[config.mk]
export PLATFORM = sky130hd
export DESIGN_NAME = pingpong_addr_ctrl
export DESIGN_NICKNAME = d
export VERILOG_FILES = /design/src/rtl/pingpong_addr_ctrl.sv
export SDC_FILE = /design/constraint.sdc
export NUM_CORES = 1
export LEC_CHECK = 0
export ABC_AREA = 0
export ABC_CLOCK_PERIOD_IN_PS = 2400
export BUFFER_PORTS_ARGS = -buffer_cell sky130_fd_sc_hd__buf_4
export CAP_MARGIN = 25
export CORE_ASPECT_RATIO = 1.2
export CORE_MARGIN = 4
export CORE_UTILIZATION = 52
export DETAILED_ROUTE_END_ITERATION = 7
export PLACE_DENSITY = 0.9
export REMOVE_ABC_BUFFERS = 1
export SYNTH_ARGS = -nofsm -noshare
export SYNTH_HDL_FRONTEND = slang
export SYNTH_SLANG_ARGS = --single-unit
[constraint.sdc]
create_clock -name clock_in -period 2.4 [get_ports clock_in]
set_clock_uncertainty 0.05 [all_clocks]
set_input_delay 0.24 -clock clock_in [delete_from_list [all_inputs] [get_ports clock_in]]
set_output_delay 0.24 -clock clock_in [all_outputs]
set_load 0.02 [all_outputs]
[src/rtl/pingpong_addr_ctrl.sv]
// Address and bank-select generator for a two-bank ping-pong RAM.
// The writer fills one bank while the reader drains the other; the banks swap once both sides are done.
module pingpong_addr_ctrl #(
  parameter int ADDR_W = 4,
  parameter int DEPTH  = 16,
  parameter int RD_LAT = 1
) (
  input  logic              clock_in,
  input  logic              rst_n,
  input  logic              in_valid,
  output logic              in_ready,
  output logic              w_en,
  output logic [ADDR_W-1:0] w_add,
  output logic              r_en,
  output logic [ADDR_W-1:0] r_add,
  input  logic              out_ready,
  output logic              rd_valid,
  output logic              rd_last,
  output logic              swich_ctrl,
  output logic              swap_pulse,
  output logic [7:0]        frame_cnt
);

  // Handshake: a word moves on w_en = in_valid & in_ready, and a read issues
  // on r_en = rd_busy & out_ready. out_ready gates issue only; the consumer
  // must take rd_valid data unconditionally RD_LAT cycles later.

  localparam logic [ADDR_W-1:0] LAST_ADDR = ADDR_W'(DEPTH - 1);

  logic              swich_q, swich_d;
  logic [ADDR_W-1:0] w_add_q, w_add_d;
  logic [ADDR_W-1:0] r_add_q, r_add_d;
  logic              wr_full_q, wr_full_d;
  logic              rd_busy_q, rd_busy_d;
  logic              swap_pulse_q;
  logic [7:0]        frame_cnt_q, frame_cnt_d;
  logic [RD_LAT-1:0] vld_q;
  logic [RD_LAT-1:0] last_q;

  logic swap;
  logic w_last;
  logic r_last;

  assign in_ready = ~wr_full_q;
  assign w_en     = in_valid & ~wr_full_q;
  assign r_en     = rd_busy_q & out_ready;
  assign w_last   = w_en && (w_add_q == LAST_ADDR);
  assign r_last   = r_en && (r_add_q == LAST_ADDR);

  // A swap needs wr_full=1 (so no write) and rd_busy=0 (so no read) in the
  // same cycle, which keeps swich_ctrl stable whenever a strobe is active.
  assign swap = wr_full_q & ~rd_busy_q;

  always_comb begin
    swich_d     = swich_q;
    w_add_d     = w_add_q;
    r_add_d     = r_add_q;
    wr_full_d   = wr_full_q;
    rd_busy_d   = rd_busy_q;
    frame_cnt_d = frame_cnt_q;
    if (w_en) begin
      w_add_d = w_add_q + 1'b1;
      if (w_last) wr_full_d = 1'b1;
    end
    if (r_en) begin
      r_add_d = r_add_q + 1'b1;
      if (r_last) rd_busy_d = 1'b0;
    end
    if (swap) begin
      swich_d     = ~swich_q;
      wr_full_d   = 1'b0;
      rd_busy_d   = 1'b1;
      w_add_d     = '0;
      r_add_d     = '0;
      frame_cnt_d = frame_cnt_q + 8'd1;
    end
  end

  always_ff @(posedge clock_in) begin
    if (!rst_n) begin
      swich_q      <= 1'b1;
      w_add_q      <= '0;
      r_add_q      <= '0;
      wr_full_q    <= 1'b0;
      rd_busy_q    <= 1'b0;
      swap_pulse_q <= 1'b0;
      frame_cnt_q  <= '0;
      vld_q        <= '0;
      last_q       <= '0;
    end else begin
      swich_q      <= swich_d;
      w_add_q      <= w_add_d;
      r_add_q      <= r_add_d;
      wr_full_q    <= wr_full_d;
      rd_busy_q    <= rd_busy_d;
      swap_pulse_q <= swap;
      frame_cnt_q  <= frame_cnt_d;
      vld_q[0]     <= r_en;
      last_q[0]    <= r_last;
      for (int i = 1; i < RD_LAT; i++) begin
        vld_q[i]  <= vld_q[i-1];
        last_q[i] <= last_q[i-1];
      end
    end
  end

  assign w_add      = w_add_q;
  assign r_add      = r_add_q;
  assign swich_ctrl = swich_q;
  assign swap_pulse = swap_pulse_q;
  assign frame_cnt  = frame_cnt_q;
  assign rd_valid   = vld_q[RD_LAT-1];
  assign rd_last    = last_q[RD_LAT-1];

endmodule

---- After elaboration in Yosys (flattened, before gate mapping) ----
Cells that the tools add are included.
Widths: inputs -> output; s select.
storage, ports and cells
  output and inout port bits .............. 23
  bits in registers ....................... 22
  input bits .............................. 4
  logic and storage cells ................. 31
operators by class
  reductions and logical operators ........ 7
  $add $sub $neg .......................... 3
  bitwise gates (word level) .............. 7
  mux-type cells .......................... 3
  eq/ne operators ......................... 2
operators with widths
  kind                 count
  $add 4x1->4 const B  2
  $add 8x1->8 const B  1
  $eq 4x4->1 const B   2
  $not 1->1            4
  $reduce_and 2->1     2
  $reduce_bool 2->1    2
  $and 1x1->1          3
  $mux 1               3
  $logic_and 1x1->1    2
  $reduce_or 2->1      1

---- Logic depth before layout (Yosys ltp) ----
  word-level depth ........................ 5
  gate-level depth with buffers ........... 4
  mapped depth without buffers ............ 4

---- Worst setup path after synthesis ----
Ideal clock, no wire load.
  path kind ............................... reg2reg
  start point ............................. register frame_cnt_q[0], in the netlist frame_cnt[0]
  end point ............................... register frame_cnt_q[5], in the netlist frame_cnt[5]
  required time ........................... 2280 ps
  data arrival time ....................... 1249 ps
  path buffers ............................ 0
  clock period less this slack ............ 1370 ps
  path slack .............................. 1030 ps
  stages on the path, launching flop included .. 4
  library setup time ...................... 70 ps
  cells stage by stage .................... dfxtp_1 nand3_1 or4_1 a21oi_1
between the ends
  cells in the longest elaborated chain, start to end .. 1
ends and longest elaborated chain
  item                    RTL line  text
  from (decl)             36        logic [7:0] frame_cnt_q, frame_cnt_d;
  from (signal assigned)  97        frame_cnt_q <= frame_cnt_d;
  $add 8x1->8             75        frame_cnt_d = frame_cnt_q + 8'd1;
No other way between the ends.
A chain may end at the register's enable or synchronous reset.

---- Final worst setup path ----
  start point ............................. register wr_full_q
  end point ............................... output port w_en
between the ends
  cells in the longest elaborated chain, start to end .. 2
ends and longest elaborated chain
  item                    RTL line  text
  from (decl)             33        logic wr_full_q, wr_full_d;
  from (signal assigned)  94        wr_full_q <= wr_full_d;
  $not 1->1               45        assign w_en = in_valid & ~wr_full_q;
  $and 1x1->1             45
  to (decl)               12        output logic w_en,
No other way between the ends.

==> summary.txt <==
STA
  – Final period util: between 60 and 70%
  – Final min period: around 1.5 ns
  – Final hold vios: 0
  – RSZ-0062 raised after global routing: false
  – Setup TNS Final: 0 ns
  – Final setup violating endpoints: 0
  – Max frequency: between 600 and 700 MHz
  – Rel. slew slack: between 70% and 80%
  – Slew Limit Fails: 0
  – Slew @ Worst Pin: 0.399 ns

Outcome
  – Status: completed

Power
  – Peak supply drop: ~0.38 mV
  – Total power: ~0.57 mW
  – Pwr per Cell Area: 504 nW/um^2
  – LEAKAGE: between 0.4 and 0.5 nW

Synth
  – Post-synthesis cell count: between 100 and 150
  – #FFs+latches synth: 22
  – Yosys warning count: 0
  – Syn Area/Cell: a little under 9 um^2
  – Synth unique cells: 23
  – Post-synthesis sequential area ratio: 49.0%
  – Synth Cell Area: between 800 and 900 um^2

Min path
  – Worst hold path class: in -> reg
  – Hold path cells: 2

Final layout
  – Fillers: ~140
  – Final Core Density: between 60% and 70%
  – Leading cell type in the layout, fill and taps excluded: buf_4
  – Number of nets in the layout: between 100 and 150
  – Area Overhead vs Synth: 25.1%
  – # diodes: 0
  – Commonest cells after routing, fill and taps aside: buf_4, dfxtp_1, nand2_1
  – Share of post-route cells with drive strength above 1: between 20% and 30%

Clock network
  – TritonCTS buffer count: 3
  – Post-CTS setup-driven buffer insertion count: 0
  – CTS H-Tree Depth: 1
  – CTS tree: yes
  – Root Buffer Master: clkbuf_4
  – Sink Count: 22
  – Hold buffer count at cts: 0
  – CTS max path bufs: 2
  – Worst-path clk slew: ~0.11 ns
  – Worst skew pair latency: around 0.30 ns
  – Post-CTS resize count: 0

GRT
  – Largest net degree at the start of global routing: 12
  – Initial antenna violation count: 0
  – Total track usage: 16.8%
  – Vias in the first global route: roughly 700
  – First-pass GRT wire length: slightly below 3000 um
  – GR Overflow Total: 0

Placed design
  – PortBufs: 26
  – Dpl hpwl: 1410 um
  – RePlAce Congestion: around 0.84

Detailed routing
  – Drt total wl: approximately 1900 um
  – Via count: 798
  – Pre-antenna DRT Iters: 4
  – 1st-iter DRT viols: 7
  – Routed Antenna Nets: 0
  – DRC: 0
  – Routed wire length per instance: roughly 13 um
  – Via density: approximately 5.5

Critical path
  – Required time worst endpoint: 2.11 ns
  – Worst Setup Start Kind: flop
  – R2R depth: 3
  – Slack of the worst reg-to-reg path: about 0.94 ns
  – Worst Path Arrival: approximately 1.2 ns
  – Setup CP Type: reg -> out
  – CP Max Fanout: 7
  – Kind of end point of the critical path: primary output

Die
  – Die Area: 2460 um^2
  – Initial Util: 54.7%
  – Core footprint: 1640 um^2
  – Row Count: 16
  – # IOs: 27
  – Die Span Y: approximately 54 um
  – Die Wd: between 40 and 50 um

Flow run
  – Max-cap violations: 0
stage by stage:
stage               std cells  hold WS [ns]  setup WS (ns)  cell area, um^2
floorplan                  99         0.252           1.03              883
CTS                       146         0.117          0.905             1120
detailed placement        143         0.423          0.981             1100
global placement          143         0.409           1.04             1100
finish                    146         0.122          0.913             1120
global route              146         0.103          0.817             1120
synthesized netlist by cell type, drive strengths merged:
cell | n | area (um^2)
a21oi | 8 | 40.0
buf | 1 | 11.3
clkbuf | 1 | 3.75
dfxtp | 22 | 440
ha | 3 | 37.5
inv | 6 | 22.5
mux2i | 3 | 30.0
nand2 | 15 | 56.3
nand2b | 4 | 25.0
nand3 | 6 | 30.0
nand3b | 2 | 15.0
nand4 | 2 | 12.5
nor2 | 8 | 30.0
nor2b | 1 | 6.26
nor3 | 2 | 10.0
nor4 | 1 | 6.26
o21ai | 3 | 15.0
o221a | 1 | 11.3
o31ai | 1 | 7.51
or3 | 3 | 18.8
or4 | 1 | 7.51
xnor2 | 4 | 35.0
xor2 | 3 | 26.3
sequential cells by signal, indices dropped and copies added, names as in the netlist:
signal and count:
rd_valid 1, swap_pulse 1, w_add 4, wr_full_q 1, frame_cnt 8, r_add 4
swich_ctrl 1, rd_busy_q 1, rd_last 1
layer usage:
layer / up-vias / track usage [%] / part of all wire, %
li1: 397 / - / -
met1: 370 / 18.7 / 41
met2: 24 / 28.7 / 49
met3: 7 / 4.35 / 6.5
met4: 0 / 9.00 / 3.3
met5: - / 0 / 0
power by group:
part | total, mW | internal [mW] | switching (mW) | leakage (nW)
Sequential | 0.373 | 0.368 | 0.00419 | 0.178
Combinational | 0.0341 | 0.0136 | 0.0204 | 0.289
Clock | 0.160 | 0.0585 | 0.101 | 0.0138
Total | 0.567 | 0.441 | 0.126 | 0.481
final timing paths:
| kind | start | end |
|---|---|---|
| max | wr_full_q$_SDFFE_PP0P_ | w_en |
| min reg2reg | frame_cnt[7]$_SDFFE_PN0P_ | frame_cnt[7]$_SDFFE_PN0P_ |
| min | rst_n | swich_ctrl$_SDFFE_PN1P_ |
| max reg2reg | rd_busy_q$_SDFFE_PN0P_ | frame_cnt[5]$_SDFFE_PN0P_ |
critical path: stages, from the launching register on:
cell	delay [ns]
dfxtp_1	0.43
nand2b_1	0.19
inv_1	0.11
buf_4	0.17
logic make-up (layout without fill, tap and decap cells):
kind of cell	count (synthesis)	count (layout)	synth area share (%)
mux	3	3	3.34
compound gates	13	13	8.22
fa+ha+maj	3	3	4.18
flops	22	22	49.0
buf+inv	8	35	4.18
simple gates	45	45	24.2
xor+xnor	7	7	6.82
cell type report:
type	count	area (um^2)	area share, %
sequential	22	440	39.2
tap	18	22.5	2.00
multi-input combinational	71	420	37.4
clock buffer	3	22.5	2.00
inverter	6	22.5	2.00
timing repair buffer	26	195	17.4
Power figures use the tool's default switching activity.
